File: config.mk
export PLATFORM = sky130hd
export DESIGN_NAME = pc_lut_seq_flat
export DESIGN_NICKNAME = d
export VERILOG_FILES = /design/src/rtl/pc_pkg.sv /design/src/rtl/pc_lut_seq_if.sv /design/src/rtl/pc_lut_8bit.sv /design/src/rtl/pc_lut_seq.sv /design/src/flat_wrapper.sv
export SDC_FILE = /design/constraint.sdc
export NUM_CORES = 1
export LEC_CHECK = 0
export ABC_AREA = 1
export BUFFER_PORTS_ARGS = -buffer_cell sky130_fd_sc_hd__buf_2
export CORE_MARGIN = 2
export CORE_UTILIZATION = 40
export DETAILED_ROUTE_END_ITERATION = 8
export HOLD_SLACK_MARGIN = 0.06
export PLACE_DENSITY = 0.63
export SKIP_CTS_REPAIR_TIMING = 1
export SLEW_MARGIN = 20
export SYNTH_ARGS = -nofsm -noshare
export SYNTH_HDL_FRONTEND = slang
export SYNTH_SLANG_ARGS = --single-unit
File: constraint.sdc
create_clock -name clk -period 2.2 [get_ports clk]
set_input_delay 0.11 -clock clk [delete_from_list [all_inputs] [get_ports clk]]
set_output_delay 0.11 -clock clk [all_outputs]
set_load 0.01 [all_outputs]
File: src/rtl/pc_pkg.sv
// Shared definitions for the popcount family: FSM state encoding, LUT geometry
// and the count-width helper.
package pc_pkg;

  localparam int LUT_AW = 8;
  localparam int LUT_DW = 4;

  typedef enum logic [1:0] {
    IDLE = 2'd0,
    RUN  = 2'd1,
    DONE = 2'd2
  } state_t;

  // Width needed to hold any count from 0 up to data_w inclusive.
  function automatic int cnt_w(input int data_w);
    return $clog2(data_w + 1);
  endfunction

endpackage

File: src/rtl/pc_lut_seq_if.sv
// Word-in / count-out valid-ready bus for the sequential popcount block.
interface pc_lut_seq_if #(
  parameter int DATA_W = 32
);
  import pc_pkg::*;

  localparam int CNT_W = cnt_w(DATA_W);

  logic              in_valid;
  logic              in_ready;
  logic [DATA_W-1:0] in_data;
  logic              out_valid;
  logic              out_ready;
  logic [CNT_W-1:0]  out_count;

  modport master (
    output in_valid, in_data, out_ready,
    input  in_ready, out_valid, out_count
  );

  modport slave (
    input  in_valid, in_data, out_ready,
    output in_ready, out_valid, out_count
  );

endinterface

File: src/rtl/pc_lut_8bit.sv
// Combinational 8-bit popcount lookup table; the ROM contents are built at
// elaboration from the index bits.
module pc_lut_8bit
  import pc_pkg::*;
(
  input  logic [LUT_AW-1:0] addr,
  output logic [LUT_DW-1:0] q
);

  logic [LUT_DW-1:0] rom [2**LUT_AW];

  for (genvar gi = 0; gi < 2**LUT_AW; gi++) begin : g_rom
    localparam logic [LUT_AW-1:0] V = LUT_AW'(gi);
    assign rom[gi] = LUT_DW'(V[0]) + LUT_DW'(V[1]) + LUT_DW'(V[2]) + LUT_DW'(V[3])
                   + LUT_DW'(V[4]) + LUT_DW'(V[5]) + LUT_DW'(V[6]) + LUT_DW'(V[7]);
  end

  assign q = rom[addr];

endmodule

File: src/rtl/pc_lut_seq.sv
// Sequential popcount: one byte per cycle through a shared 8-bit LUT, LSB byte first.
// Optional early termination on an all-zero remainder: PC_LUT_SEQ_EARLY_EXIT_EN.
module pc_lut_seq
  import pc_pkg::*;
#(
  parameter int DATA_W = 32
) (
  input  logic          clk,
  input  logic          rst_n,
  pc_lut_seq_if.slave   bus,
  output logic          busy
);

  localparam int NBYTES = DATA_W / 8;
  localparam int CNT_W  = cnt_w(DATA_W);
  localparam int IDX_W  = (NBYTES > 1) ? $clog2(NBYTES) : 1;

  if (DATA_W < 8 || (DATA_W % 8) != 0) begin : g_bad_width
    $error("pc_lut_seq: DATA_W must be a multiple of 8 and at least 8");
  end

  state_t            state_reg, state_next;
  logic [DATA_W-1:0] shreg_reg, shreg_next;
  logic [CNT_W-1:0]  acc_reg, acc_next;
  logic [CNT_W-1:0]  out_count_reg, out_count_next;
  logic [IDX_W-1:0]  idx_reg, idx_next;
  logic [LUT_DW-1:0] q;
  logic [CNT_W-1:0]  sum;
  logic              last_pass;

  pc_lut_8bit u_lut (
    .addr (shreg_reg[LUT_AW-1:0]),
    .q    (q)
  );

  assign sum = acc_reg + CNT_W'(q);

`ifdef PC_LUT_SEQ_EARLY_EXIT_EN
  // Nothing left above the current byte: this pass already completes the count.
  assign last_pass = (idx_reg == IDX_W'(NBYTES - 1)) || ((shreg_reg >> LUT_AW) == '0);
`else
  assign last_pass = (idx_reg == IDX_W'(NBYTES - 1));
`endif

  always_ff @(posedge clk or negedge rst_n) begin
    if (!rst_n) begin
      state_reg     <= IDLE;
      shreg_reg     <= '0;
      acc_reg       <= '0;
      out_count_reg <= '0;
      idx_reg       <= '0;
    end else begin
      state_reg     <= state_next;
      shreg_reg     <= shreg_next;
      acc_reg       <= acc_next;
      out_count_reg <= out_count_next;
      idx_reg       <= idx_next;
    end
  end

  always_comb begin
    state_next     = state_reg;
    shreg_next     = shreg_reg;
    acc_next       = acc_reg;
    out_count_next = out_count_reg;
    idx_next       = idx_reg;
    unique case (state_reg)
      IDLE: begin
        if (bus.in_valid) begin
          shreg_next = bus.in_data;
          acc_next   = '0;
          idx_next   = '0;
          state_next = RUN;
        end
      end
      RUN: begin
        acc_next   = sum;
        shreg_next = shreg_reg >> LUT_AW;
        idx_next   = idx_reg + 1'b1;
        if (last_pass) begin
          out_count_next = sum;
          state_next     = DONE;
        end
      end
      DONE: begin
        // Accepting a new word waits for the cycle after the output handshake.
        if (bus.out_ready) state_next = IDLE;
      end
      default: state_next = IDLE;
    endcase
  end

  assign bus.in_ready  = (state_reg == IDLE);
  assign bus.out_valid = (state_reg == DONE);
  assign bus.out_count = out_count_reg;
  assign busy          = (state_reg != IDLE);

endmodule

File: src/flat_wrapper.sv
// flat-port wrapper written by rule: the top's interface ports become plain ports
module pc_lut_seq_flat import pc_pkg::*;
#(
  parameter int DATA_W = 32
)
  (clk, rst_n, busy, bus_in_valid, bus_in_data, bus_out_ready, bus_in_ready, bus_out_valid, bus_out_count);
  pc_lut_seq_if #(.DATA_W(DATA_W)) bus_i ();
  input  logic clk;
  input  logic rst_n;
  output logic busy;
  input wire logic [$bits(bus_i.in_valid)-1:0] bus_in_valid;
  input wire logic [$bits(bus_i.in_data)-1:0] bus_in_data;
  input wire logic [$bits(bus_i.out_ready)-1:0] bus_out_ready;
  output wire logic [$bits(bus_i.in_ready)-1:0] bus_in_ready;
  output wire logic [$bits(bus_i.out_valid)-1:0] bus_out_valid;
  output wire logic [$bits(bus_i.out_count)-1:0] bus_out_count;
  assign bus_i.in_valid = bus_in_valid;
  assign bus_i.in_data = bus_in_data;
  assign bus_i.out_ready = bus_out_ready;
  assign bus_in_ready = bus_i.in_ready;
  assign bus_out_valid = bus_i.out_valid;
  assign bus_out_count = bus_i.out_count;
  pc_lut_seq #(.DATA_W(DATA_W)) u_core (.clk(clk), .rst_n(rst_n), .bus(bus_i), .busy(busy));
endmodule
# Word level (Yosys, flattened, before mapping)
# Memory sizes are Yosys's and may differ from the RTL's.
# Index checks and enable logic that the tools add are counted.
# totals
out_inout_bits,9
wordCells,34
ff_bits,48
n_memories,1
mem_bits_ro,1024
# memory_table
memory,words,width,rd,rd_ports_with_merged_regs,wr,line_no,source
(no name shown),256,4,1,0,0,pc_lut_8bit.sv:18,assign q = rom[addr];
# op_classes
n_addsub,2
n_mux,12
bitwise_logic,1
n_reduce_logical,6
eq_ne,6
order_cmp,1
# ops
operator,count
$pmux 32 s2,1
$mux 32,1
$pmux 6 s2,1
$ge 9x9->1 const B,1
$not 8->9,1
$mux 2,4
$mux 4,2
$add 6x4->6,1
$mux 6,1
$pmux 2 s3,1
$eq 2x2->1 const B,2
$ne 2x2->1 const B,2
$pmux 2 s2,1
$reduce_and 2->1,2
$reduce_bool 2->1,2
$reduce_and 3->1,1
$add 2x1->2 const B,1
$eq 2x1->1 const B,1
$logic_not 2->1,1
$ne 2x1->1 const B,1

# Longest topological paths before layout
# Gate-level depths: netlist of the first run.
# logic_depth
word_depth,6
mapped_depth,21
depth_no_buf,21

# Cells and area by module
# Synthesis of the first run repeated with hierarchy kept, for this count alone.
# unflattened
hier_cells,364
area_unflattened_um2,2787.7
# by_module_without_submodules
mod,area_per_inst_um2,instances,cells_per_inst
pc_lut_seq,2213.4,1,262
pc_lut_8bit,574.3,1,102

# Worst setup path after synthesis of the first run
# No wires, ideal clock.
# synth_timing
path_kind,flip-flop to flip-flop
start,reg u_core.shreg_reg[0]
end,reg u_core.acc_reg[4]
required_ns,2.061
arrival_time_ns,2.254
setup_slack_ns,-0.193
stages_incl_launch_ff,13
path_cell_list,dfrtp_1 -> inv_1 -> ha_1 -> xnor2_1 -> xnor2_1 -> xor2_1 -> ha_1 -> inv_1 -> fa_1 -> o21ai_0 -> a21oi_1 -> xor2_1 -> o22ai_1
# synth_between
elab_chain_len,6
# synth_lines
item,line_no,source
"start, declared",pc_lut_seq.sv:23,"logic [DATA_W-1:0] shreg_reg, shreg_next;"
"start signal, assigned",pc_lut_seq.sv:54,shreg_reg <= shreg_next;
$not 8->9 (implied by the code),pc_lut_8bit.sv:18,
$mem_v2 256x4,n/a,
$mux 4 (implied by the code) (2 in series),pc_lut_8bit.sv:18,
$add 6x4->6,pc_lut_seq.sv:36,assign sum = acc_reg + CNT_W'(q);
$pmux 6 s2,pc_lut_seq.sv:67,unique case (state_reg)
"end signal, assigned",pc_lut_seq.sv:55,acc_reg <= acc_next;
"end, declared",pc_lut_seq.sv:24,"logic [CNT_W-1:0] acc_reg, acc_next;"
# Every way passes these cells. The select of a mux whose other input is x is not followed.
# A chain may end at the register's enable or synchronous reset.

# Final worst setup path of the first run
# layout_timing
start,reg u_core.shreg_reg[1]
end,reg u_core.acc_reg[4]
# The elaborated chain is that of the path after synthesis.

==> reports/qor.yml, run 1 <==
gr-total-overflow: 0
die-width_microns: 85.6
tritoncts_buffer_count: 5
drt.antenna.violating_nets: 0
post_drt_wl_per_cell_microns: 13.9
rsz0062_at_grt: "yes"
n_diodes: 0
dieArea_sq_um: 7330
critPathKind: "register to register"
post_synth_inst_count: 335
fmax_ghz: 0.393
timing.critical_path.fanout_max: 3
drt-initial-drc-count: 105
clk_latency_ns: 0.29
placement_rows: 29
cts.reportedPaths.clkPinSlew_ns: 0.08
first_global_vias: 2408
tightest_slew_ns: 0.571
detailed_place.area_sq_um: 3130
io_buffer_count: 44
synth_edf_count: 0
first_pass_grt_wire_length_mm: 10.9
final_hold_slack_ns: 0.0560
grt_max_degree: 30
fin_ws_ns: -0.343
largest_register_ffs: 32
synthTopCellsByCount: "sky130_fd_sc_hd__nand2_1 (57), sky130_fd_sc_hd__dfrtp_1 (48), sky130_fd_sc_hd__o21ai_0 (48)"
design_area_sq_um: 3440
synth_cell_type_count: 28
asyncSetResetFlopFracSynth: 1.00
violations: "negative setup slack"
first_pass_iters: 4
vias_per_instance: 5.24
cp.arrival_ns: 2.70
required_ns: 2.36
die-height_microns: 85.6
gp_congestion: 0.939
synth_simple_gate_area_frac: 0.205
yosysTopAreaCellShare: 0.451
timing.hold.worst.class: "input port to register"
core-area_sq_um: 6390
clock_tree_sinks: 48
ys_seq_elements: 48
outcome: "finished, violations left"
final.setup_skew_ns: 0.00845
cts-root-to-sink-buffers: 2
syn-cell-area_sq_um: 2670
route.vias.total: 2520
tritoncts: "yes"
synth-compound-area-share: 0.170
synthMostInstantiatedCell: "sky130_fd_sc_hd__nand2_1"
yosys_warnings: 0
synth_top_cell_by_area: "sky130_fd_sc_hd__dfrtp_1"
slew_headroom: 0.619
areaGrowthSynthToFinish_pct: 29.2
final_count_of_negative_setup_slack_endpoints: 10
combinational_family_with_the_most_area_after_synthesis: "simple AND/OR/NAND/NOR gates"
initial_core_util: 0.417
post_synthesis_net_count: 381
main_synth_ff_type: "sky130_fd_sc_hd__dfrtp_1"
synthMuxAreaShare: 0
post-route-period-util: 1.16
fraction_of_the_yosys_area_taken_by_sequential_cells: 0.451
grt_antenna_before_repair: 0
post-route-min-period_ns: 2.54
num_io_pins: 45
drt-total-wl_mm: 6.70
final_hold_viol_count: 0
hpwlAfterDp_mm: 4.45
post_route_cells_drive_above_1_share: 0.319
max-cap-violations: 0
mean_cell_area_of_the_mapped_netlist_sq_um: 7.96
critPathCaptureType: "register"
element_type_at_the_critical_path_start: "register"
timing_max_transition_violations_final: 0
cts_htree_levels: 2
synth_adder_area_share: 0.0498
final_nets: 450
post_synth_xor_area_fraction: 0.0263
gr-usage-all-layers: 0.182
netlist_top_cells_area: "sky130_fd_sc_hd__dfrtp_1 (45%), sky130_fd_sc_hd__o21ai_0 (9.0%), sky130_fd_sc_hd__nand3_1 (8.1%)"
drc_errors: 0
cts_root_buf: "sky130_fd_sc_hd__clkbuf_8"
## final cells by class
class                      count  area (sq um)
fill                         607          2940
multi-input combinational    227          1410
sequential                    48          1200
tap                           77          96.3
inverter                      44           165
clock inverter                 1          5.00
timing repair buffer          78           495
clock buffer                   6          72.6
## layer usage
metal  wire [microns]  global-route usage  vias to the layer above
met1             3080               0.244                     1209
met2             3330               0.317                       54
met4               76              0.0447                        0
li1                 -                   -                     1249
met5                0                   0                        -
met3              210              0.0212                        8
## cells in the final DEF, fill, tap and decap left out, types with 4 or more instances in the layout
cell type and n:
sky130_fd_sc_hd__buf_4 30, sky130_fd_sc_hd__o21ai_1 7, sky130_fd_sc_hd__inv_2 10, sky130_fd_sc_hd__clkbuf_8 5, sky130_fd_sc_hd__xor2_1 4, sky130_fd_sc_hd__o22ai_1 8, sky130_fd_sc_hd__inv_1 34, sky130_fd_sc_hd__nand3_1 30
sky130_fd_sc_hd__buf_2 44, sky130_fd_sc_hd__ha_1 6, sky130_fd_sc_hd__o21ai_0 41, sky130_fd_sc_hd__a21oi_1 10, sky130_fd_sc_hd__nand2_1 48, sky130_fd_sc_hd__nand2_2 8, sky130_fd_sc_hd__nor2_1 23, sky130_fd_sc_hd__nand3_2 10
sky130_fd_sc_hd__dfrtp_1 47, sky130_fd_sc_hd__o221ai_1 4
## final timing paths
check / from / slack (ns) / end / cells after the start
setup / recovery: u_core.shreg_reg[1] / -0.34 / u_core.acc_reg[4] / 12
hold / removal: bus_in_data[28] / 0.06 / u_core.shreg_reg[28] / 3
setup reg to reg: u_core.shreg_reg[1] / -0.34 / u_core.acc_reg[4] / 12
hold reg to reg: u_core.bus.out_count[1] / 0.48 / u_core.bus.out_count[1] / 2
max in group asynchronous: rst_n / 1.31 / u_core.state_reg[0] / 3
min in group asynchronous: rst_n / 0.34 / u_core.shreg_reg[31] / 2
## logic make-up after synthesis
kind of cell               count (synthesis)
and+or+nand+nor                          127
AOI/OAI and AO/OA                         82
xor gates and xnor gates                   8
DFF                                       48
buffers and inverters                     60
adders and majority gates                 10
## critical path, stage by stage (launching register included)
cell                      delay (ns)
sky130_fd_sc_hd__dfrtp_1        0.41
sky130_fd_sc_hd__inv_2          0.12
sky130_fd_sc_hd__ha_4           0.22
sky130_fd_sc_hd__xnor2_2        0.14
sky130_fd_sc_hd__xnor2_1        0.21
sky130_fd_sc_hd__xor2_1         0.18
sky130_fd_sc_hd__ha_2           0.22
sky130_fd_sc_hd__inv_2          0.04
sky130_fd_sc_hd__fa_2           0.36
sky130_fd_sc_hd__o21ai_2        0.14
sky130_fd_sc_hd__a21oi_2        0.08
sky130_fd_sc_hd__xor2_1         0.19
sky130_fd_sc_hd__o22ai_1        0.10
## metrics by stage
step           setup WS [ns]  TNS [ns]   util  cells
6_report              -0.343     -2.52  0.539    481
5_1_grt               -0.541     -4.26  0.539    481
4_1_cts               -0.358     -2.66  0.502    474
3_5_place_dp          -0.328     -2.40  0.489    467
3_3_place_gp          -0.329     -1.93  0.489    467
2_1_floorplan         -0.103    -0.380      -    335
Power of run 1 is not shown: default switching activity piles up to over one toggle a cycle in this logic, so the estimate is an artifact.
==> run 2: changes to the inputs <==
--- a/config.mk
+++ b/config.mk
@@ -9,9 +9,11 @@
 export BUFFER_PORTS_ARGS = -buffer_cell sky130_fd_sc_hd__buf_2
 export CORE_MARGIN = 2
 export CORE_UTILIZATION = 40
+export CTS_CLUSTER_DIAMETER = 60
 export DETAILED_ROUTE_END_ITERATION = 8
 export HOLD_SLACK_MARGIN = 0.06
 export PLACE_DENSITY = 0.63
+export SETUP_SLACK_MARGIN = 0.5
 export SKIP_CTS_REPAIR_TIMING = 1
 export SLEW_MARGIN = 20
 export SYNTH_ARGS = -nofsm -noshare
==> reports/qor.yml, run 2 (synthesized netlist as in run 1, its figures left out) <==
timing.critical_path.max_delay_family: "adder cells"  # unchanged
post_drt_wl_per_cell_microns: 14.1  # was 13.9 microns
cts.reportedPaths.clkPinSlew_ns: 0.09  # was 0.08 ns
drt-total-wl_mm: 6.84  # was 6.70 mm
cts_root_buf: "sky130_fd_sc_hd__clkbuf_8"  # unchanged
core-area_sq_um: 6390  # unchanged
critPathKind: "register to register"  # unchanged
tightest_slew_ns: 0.666  # was 0.571 ns
gp_congestion: 0.944  # was 0.939
rsz0062_at_grt: "yes"  # unchanged
cts_htree_levels: 2  # unchanged
powerDensity_nw_per_um2: 1920
cts-root-to-sink-buffers: 2  # unchanged
die-width_microns: 85.6  # unchanged
total_area_of_multi_input_combinational_cells_sq_um: 1400  # was 1410 sq um
vias_per_instance: 5.26  # was 5.24
ir_drop_mv: 1.20
initial_core_util: 0.417  # unchanged
required_ns: 2.37  # was 2.36 ns
first_pass_iters: 4  # unchanged
seq_area_sq_um: 1200  # unchanged
timing.hold.worst.class: "input port to register"  # unchanged
dieArea_sq_um: 7330  # unchanged
first_pass_grt_wire_length_mm: 11.4  # was 10.9 mm
final_cell_mix: "sky130_fd_sc_hd__nand2_1 (51), sky130_fd_sc_hd__dfrtp_1 (47), sky130_fd_sc_hd__buf_2 (44), sky130_fd_sc_hd__o21ai_0 (39), sky130_fd_sc_hd__inv_1 (34)"  # was sky130_fd_sc_hd__nand2_1 (48), sky130_fd_sc_hd__dfrtp_1 (47), sky130_fd_sc_hd__buf_2 (44), sky130_fd_sc_hd__o21ai_0 (41), sky130_fd_sc_hd__inv_1 (34)
max-cap-violations: 0  # unchanged
element_type_at_the_critical_path_start: "register"  # unchanged
route.vias.total: 2549  # was 2520
slew_headroom: 0.556  # was 0.619
post-route-min-period_ns: 2.52  # was 2.54 ns
n_diodes: 0  # unchanged
drt-initial-drc-count: 134  # was 105
fin_ws_ns: -0.319  # was -0.343 ns
grt_antenna_before_repair: 0  # unchanged
worst_path_largest_cell_delay_ns: 0.42  # was 0.41 ns
clk_latency_ns: 0.30  # was 0.29 ns
outcome: "finished, violations left"  # unchanged
drc_errors: 0  # unchanged
power_leakage_nw: 1.71
clock_tree_sinks: 48  # unchanged
gr-usage-all-layers: 0.193  # was 0.182
tritoncts: "yes"  # unchanged
drt.antenna.violating_nets: 0  # unchanged
first_global_vias: 2510  # was 2408
report.power.total_mw: 6.64
placement_rows: 29  # unchanged
critical_path.n_buffers_inverters: 2  # unchanged
fmax_ghz: 0.397  # was 0.393 GHz
final_nets: 453  # was 450
largest_register_ffs: 32  # unchanged
die-height_microns: 85.6  # unchanged
num-fill-cells: 608  # was 607
final_hold_viol_count: 0  # unchanged
final.setup_skew_ns: 0.00839  # was 0.00845 ns
timing_max_transition_violations_final: 0  # unchanged
io_buffer_count: 44  # unchanged
tritoncts_buffer_count: 5  # unchanged
cp.arrival_ns: 2.69  # was 2.70 ns
layout_commonest_cell: "sky130_fd_sc_hd__nand2_1"  # unchanged
final_count_of_negative_setup_slack_endpoints: 10  # unchanged
critPathCaptureType: "register"  # unchanged
timing.critical_path.fanout_max: 3  # unchanged
hpwlAfterDp_mm: 4.70  # was 4.45 mm
violations: "negative setup slack"  # unchanged
gr-total-overflow: 0  # unchanged
post-route-period-util: 1.15  # was 1.16
crit_path_top_delay_cell: "sky130_fd_sc_hd__dfrtp_1"  # unchanged
post_route_cells_drive_above_1_share: 0.309  # was 0.319
areaGrowthSynthToFinish_pct: 30.0  # was 29.2%
num_io_pins: 45  # unchanged
fin_tns_setup_ns: -2.17  # was -2.52 ns
critical_path.cell_chain: "inv_2, ha_4, xnor2_4, xnor2_2, xor2_1, ha_2, inv_2, fa_2, o21ai_2, a21oi_2, xor2_1, o22ai_1"  # was inv_2, ha_4, xnor2_2, xnor2_1, xor2_1, ha_2, inv_2, fa_2, o21ai_2, a21oi_2, xor2_1, o22ai_1
grt_max_degree: 31  # was 30
[run 2: final cells by class]
| type | count | share of cell area |
|---|---|---|
| clock buffers | 8 | 0.0260 |
| repair buffers | 80 | 0.145 |
| inverters | 44 | 0.0484 |
| multi-input cells | 228 | 0.405 |
| well taps | 77 | 0.0278 |
| flip-flops and latches | 48 | 0.347 |
[run 2: per-stage QoR]
stage	worst slack, ns	hold WS, ns	std cells	util	instance area (sq um)
6_report	-0.319	0.0433	485	0.542	3460
5_1_grt	-0.506	0.0636	485	0.542	3460
3_3_place_gp	-0.340	0.183	469	0.490	3130
2_1_floorplan	-0.103	-0.186	335	-	2690
4_1_cts	-0.393	-0.143	477	0.504	3220
3_5_place_dp	-0.362	0.181	469	0.490	3130
[run 2: tightest hold or removal path, delay by kind of cell]
family,cells,cell delay [ns]
AOI/OAI and AO/OA,1,0.06
buffers and inverters,1,0.07
and+or+nand+nor,1,0.06
[run 2: worst paths after layout]
kind,endpoint,from,slack [ns],depth (start not counted)
worst max-delay path,u_core.acc_reg[4],u_core.shreg_reg[1],-0.32,12
worst min-delay path,u_core.shreg_reg[26],bus_in_data[26],0.04,3
worst max register to register,u_core.acc_reg[4],u_core.shreg_reg[1],-0.32,12
worst min register to register,u_core.idx_reg[0],u_core.idx_reg[0],0.48,1
max in group asynchronous,u_core.shreg_reg[2],rst_n,1.20,3
min in group asynchronous,u_core.shreg_reg[11],rst_n,0.38,2
[run 2: metal layers]
layer	track usage	vias up	wire length, microns
met2	0.324	76	3370
met3	0.0327	14	298
met5	0	-	0
li1	-	1256	-
met4	0.0606	0	140
met1	0.257	1203	3030
[run 2: power by group]
| part | switching [mW] | total (mW) | leakage, nW | internal (mW) |
|---|---|---|---|---|
| Clock | 0.280 | 0.537 | 0.0455 | 0.257 |
| Combinational | 2.56 | 4.51 | 1.06 | 1.95 |
| Sequential | 0.266 | 1.60 | 0.600 | 1.33 |
Power figures use the tool's default switching activity.
==> run 3: changes to the inputs <==
--- a/config.mk
+++ b/config.mk
@@ -8,14 +8,14 @@
 export ABC_AREA = 1
 export BUFFER_PORTS_ARGS = -buffer_cell sky130_fd_sc_hd__buf_2
 export CORE_MARGIN = 2
-export CORE_UTILIZATION = 40
+export CORE_UTILIZATION = 45
 export CTS_CLUSTER_DIAMETER = 60
 export DETAILED_ROUTE_END_ITERATION = 8
 export HOLD_SLACK_MARGIN = 0.06
-export PLACE_DENSITY = 0.63
+export PLACE_DENSITY = 0.7
+export REMOVE_ABC_BUFFERS = 1
 export SETUP_SLACK_MARGIN = 0.5
 export SKIP_CTS_REPAIR_TIMING = 1
-export SLEW_MARGIN = 20
 export SYNTH_ARGS = -nofsm -noshare
 export SYNTH_HDL_FRONTEND = slang
 export SYNTH_SLANG_ARGS = --single-unit
==> reports/qor.yml, run 3 (synthesized netlist as in run 1, its figures left out) <==
areaGrowthSynthToFinish_pct: 30.8  # was 30.0%
final.setup_skew_ns: 0.00643  # was 0.00839 ns
tritoncts_buffer_count: 5  # unchanged
num_io_pins: 45  # unchanged
first_global_vias: 2447  # was 2510
hpwlAfterDp_mm: 4.41  # was 4.70 mm
cts_htree_levels: 2  # unchanged
num-fill-cells: 520  # was 608
cts.reportedPaths.clkPinSlew_ns: 0.09  # about the same
crit_path_top_delay_cell: "sky130_fd_sc_hd__dfrtp_1"  # unchanged
critical_path.cell_chain: "inv_2, ha_4, xnor2_2, xnor2_1, xor2_1, ha_2, inv_2, fa_2, o21ai_2, a21oi_2, xor2_1, o22ai_1"  # was inv_2, ha_4, xnor2_4, xnor2_2, xor2_1, ha_2, inv_2, fa_2, o21ai_2, a21oi_2, xor2_1, o22ai_1
place_inst: 466  # was 469
post_drt_wl_per_cell_microns: 13.8  # was 14.1 microns
timing_max_transition_violations_final: 0  # unchanged
largest_register_ffs: 32  # unchanged
critPathKind: "register to register"  # unchanged
ir_drop_mv: 1.18  # was 1.20 mV
first_pass_iters: 4  # unchanged
vias_per_instance: 5.16  # was 5.26
seq_area_sq_um: 1200  # about the same
cts-root-to-sink-buffers: 2  # unchanged
total_area_of_multi_input_combinational_cells_sq_um: 1440  # was 1400 sq um
drt.antenna.violating_nets: 0  # unchanged
element_type_at_the_critical_path_start: "register"  # unchanged
critical_path.n_buffers_inverters: 2  # unchanged
die-width_microns: 81.0  # was 85.6 microns
outcome: "finished, violations left"  # unchanged
initial_core_util: 0.458  # was 0.417
fmax_ghz: 0.397  # about the same
final_nets: 452  # was 453
dieArea_sq_um: 6550  # was 7330 sq um
instances_no_fill: 481  # was 485
violations: "negative setup slack"  # unchanged
clock_tree_sinks: 48  # unchanged
final_count_of_negative_setup_slack_endpoints: 10  # unchanged
power_leakage_nw: 1.71  # about the same
worst_path_largest_cell_delay_ns: 0.40  # was 0.42 ns
grt_antenna_before_repair: 0  # unchanged
tightest_slew_ns: 0.523  # was 0.666 ns
io_buffer_count: 44  # unchanged
layout_commonest_cell: "sky130_fd_sc_hd__nand2_1"  # unchanged
required_ns: 2.38  # was 2.37 ns
critPathCaptureType: "register"  # unchanged
placement_rows: 28  # was 29
fin_ws_ns: -0.322  # was -0.319 ns
timing.hold.worst.class: "input port to register"  # unchanged
final_cell_mix: "sky130_fd_sc_hd__nand2_1 (49), sky130_fd_sc_hd__dfrtp_1 (46), sky130_fd_sc_hd__buf_2 (44), sky130_fd_sc_hd__o21ai_0 (41), sky130_fd_sc_hd__inv_1 (35)"  # was sky130_fd_sc_hd__nand2_1 (51), sky130_fd_sc_hd__dfrtp_1 (47), sky130_fd_sc_hd__buf_2 (44), sky130_fd_sc_hd__o21ai_0 (39), sky130_fd_sc_hd__inv_1 (34)
grt_max_degree: 30  # was 31
timing.critical_path.max_delay_family: "adder cells"  # unchanged
n_diodes: 0  # unchanged
powerDensity_nw_per_um2: 1880  # was 1920 nW/um^2
timing.critical_path.fanout_max: 3  # unchanged
slew_headroom: 0.652  # was 0.556
post-route-min-period_ns: 2.52  # about the same
tritoncts: "yes"  # unchanged
die-height_microns: 81.0  # was 85.6 microns
cts_root_buf: "sky130_fd_sc_hd__clkbuf_8"  # unchanged
gr-usage-all-layers: 0.215  # was 0.193
rsz0062_at_grt: "yes"  # unchanged
gp_congestion: 0.953  # was 0.944
post_route_cells_drive_above_1_share: 0.328  # was 0.309
drc_errors: 0  # unchanged
cp.arrival_ns: 2.70  # was 2.69 ns
post-route-period-util: 1.15  # about the same
drt-total-wl_mm: 6.63  # was 6.84 mm
max-cap-violations: 0  # unchanged
clk_latency_ns: 0.30  # about the same
drt-initial-drc-count: 128  # was 134
first_pass_grt_wire_length_mm: 11.0  # was 11.4 mm
gr-total-overflow: 0  # unchanged
fin_tns_setup_ns: -1.97  # was -2.17 ns
core-area_sq_um: 5820  # was 6390 sq um
final_hold_viol_count: 0  # unchanged
route.vias.total: 2484  # was 2549
[run 3: cell count changes in the layout (fill, tap and decap cells not counted), sizes merged]
cell,change
buf,+2
nand2,-1
clkinv,+1
dlygate4sd3,-2
clkbuf,-2
[run 3: final timing paths]
| path | from | end | slack (ns) | cells past startpoint |
|---|---|---|---|---|
| setup / recovery | u_core.shreg_reg[0] | u_core.acc_reg[4] | -0.32 | 12 |
| hold / removal | bus_in_data[29] | u_core.shreg_reg[29] | 0.04 | 3 |
| setup reg to reg | u_core.shreg_reg[0] | u_core.acc_reg[4] | -0.32 | 12 |
| hold reg to reg | u_core.shreg_reg[21] | u_core.shreg_reg[21] | 0.49 | 2 |
| max in group asynchronous | rst_n | u_core.shreg_reg[10] | 1.27 | 3 |
| min in group asynchronous | rst_n | u_core.shreg_reg[25] | 0.32 | 2 |
[run 3: layout make-up]
| type | count | area share |
|---|---|---|
| multi-input cells | 227 | 0.412 |
| inverters | 44 | 0.0481 |
| clock buffers | 6 | 0.0208 |
| repair buffers | 80 | 0.145 |
| flip-flops and latches | 48 | 0.345 |
| clock inverters | 1 | 0.00144 |
| well taps | 75 | 0.0269 |
[run 3: stage by stage]
step / instance area, sq um / power [mW] / hold slack (ns) / util / worst slack (ns)
2_1_floorplan: 2570 / 3.95 / -0.186 / - / -0.193
3_3_place_gp: 3090 / 5.11 / 0.115 / 0.532 / -0.294
3_5_place_dp: 3090 / 5.22 / 0.119 / 0.532 / -0.364
4_1_cts: 3170 / 5.73 / -0.209 / 0.545 / -0.364
5_1_grt: 3490 / 7.19 / 0.0720 / 0.599 / -0.509
6_report: 3490 / 6.55 / 0.0401 / 0.599 / -0.322
[run 3: report_power, final]
group          total, mW  switching, mW  internal (mW)
clock              0.499          0.282          0.217
combinational       4.45           2.55           1.90
sequential          1.60          0.265           1.33
[run 3: worst reg2reg max path, cell delays in order, from the launching register on]
cell                      delay, ns
sky130_fd_sc_hd__dfrtp_1       0.40
sky130_fd_sc_hd__inv_2         0.11
sky130_fd_sc_hd__ha_4          0.22
sky130_fd_sc_hd__xnor2_2       0.13
sky130_fd_sc_hd__xnor2_1       0.19
sky130_fd_sc_hd__xor2_1        0.18
sky130_fd_sc_hd__ha_2          0.22
sky130_fd_sc_hd__inv_2         0.05
sky130_fd_sc_hd__fa_2          0.34
sky130_fd_sc_hd__o21ai_2       0.15
sky130_fd_sc_hd__a21oi_2       0.08
sky130_fd_sc_hd__xor2_1        0.23
sky130_fd_sc_hd__o22ai_1       0.10
[run 3: metal layers]
layer	track usage	part of all wire	vias up	wire length, microns
li1	-	-	1253	-
met1	0.291	0.45	1184	2960
met2	0.353	0.51	41	3380
met3	0.0322	0.032	6	211
met4	0.0763	0.011	0	75
met5	0	0	-	0
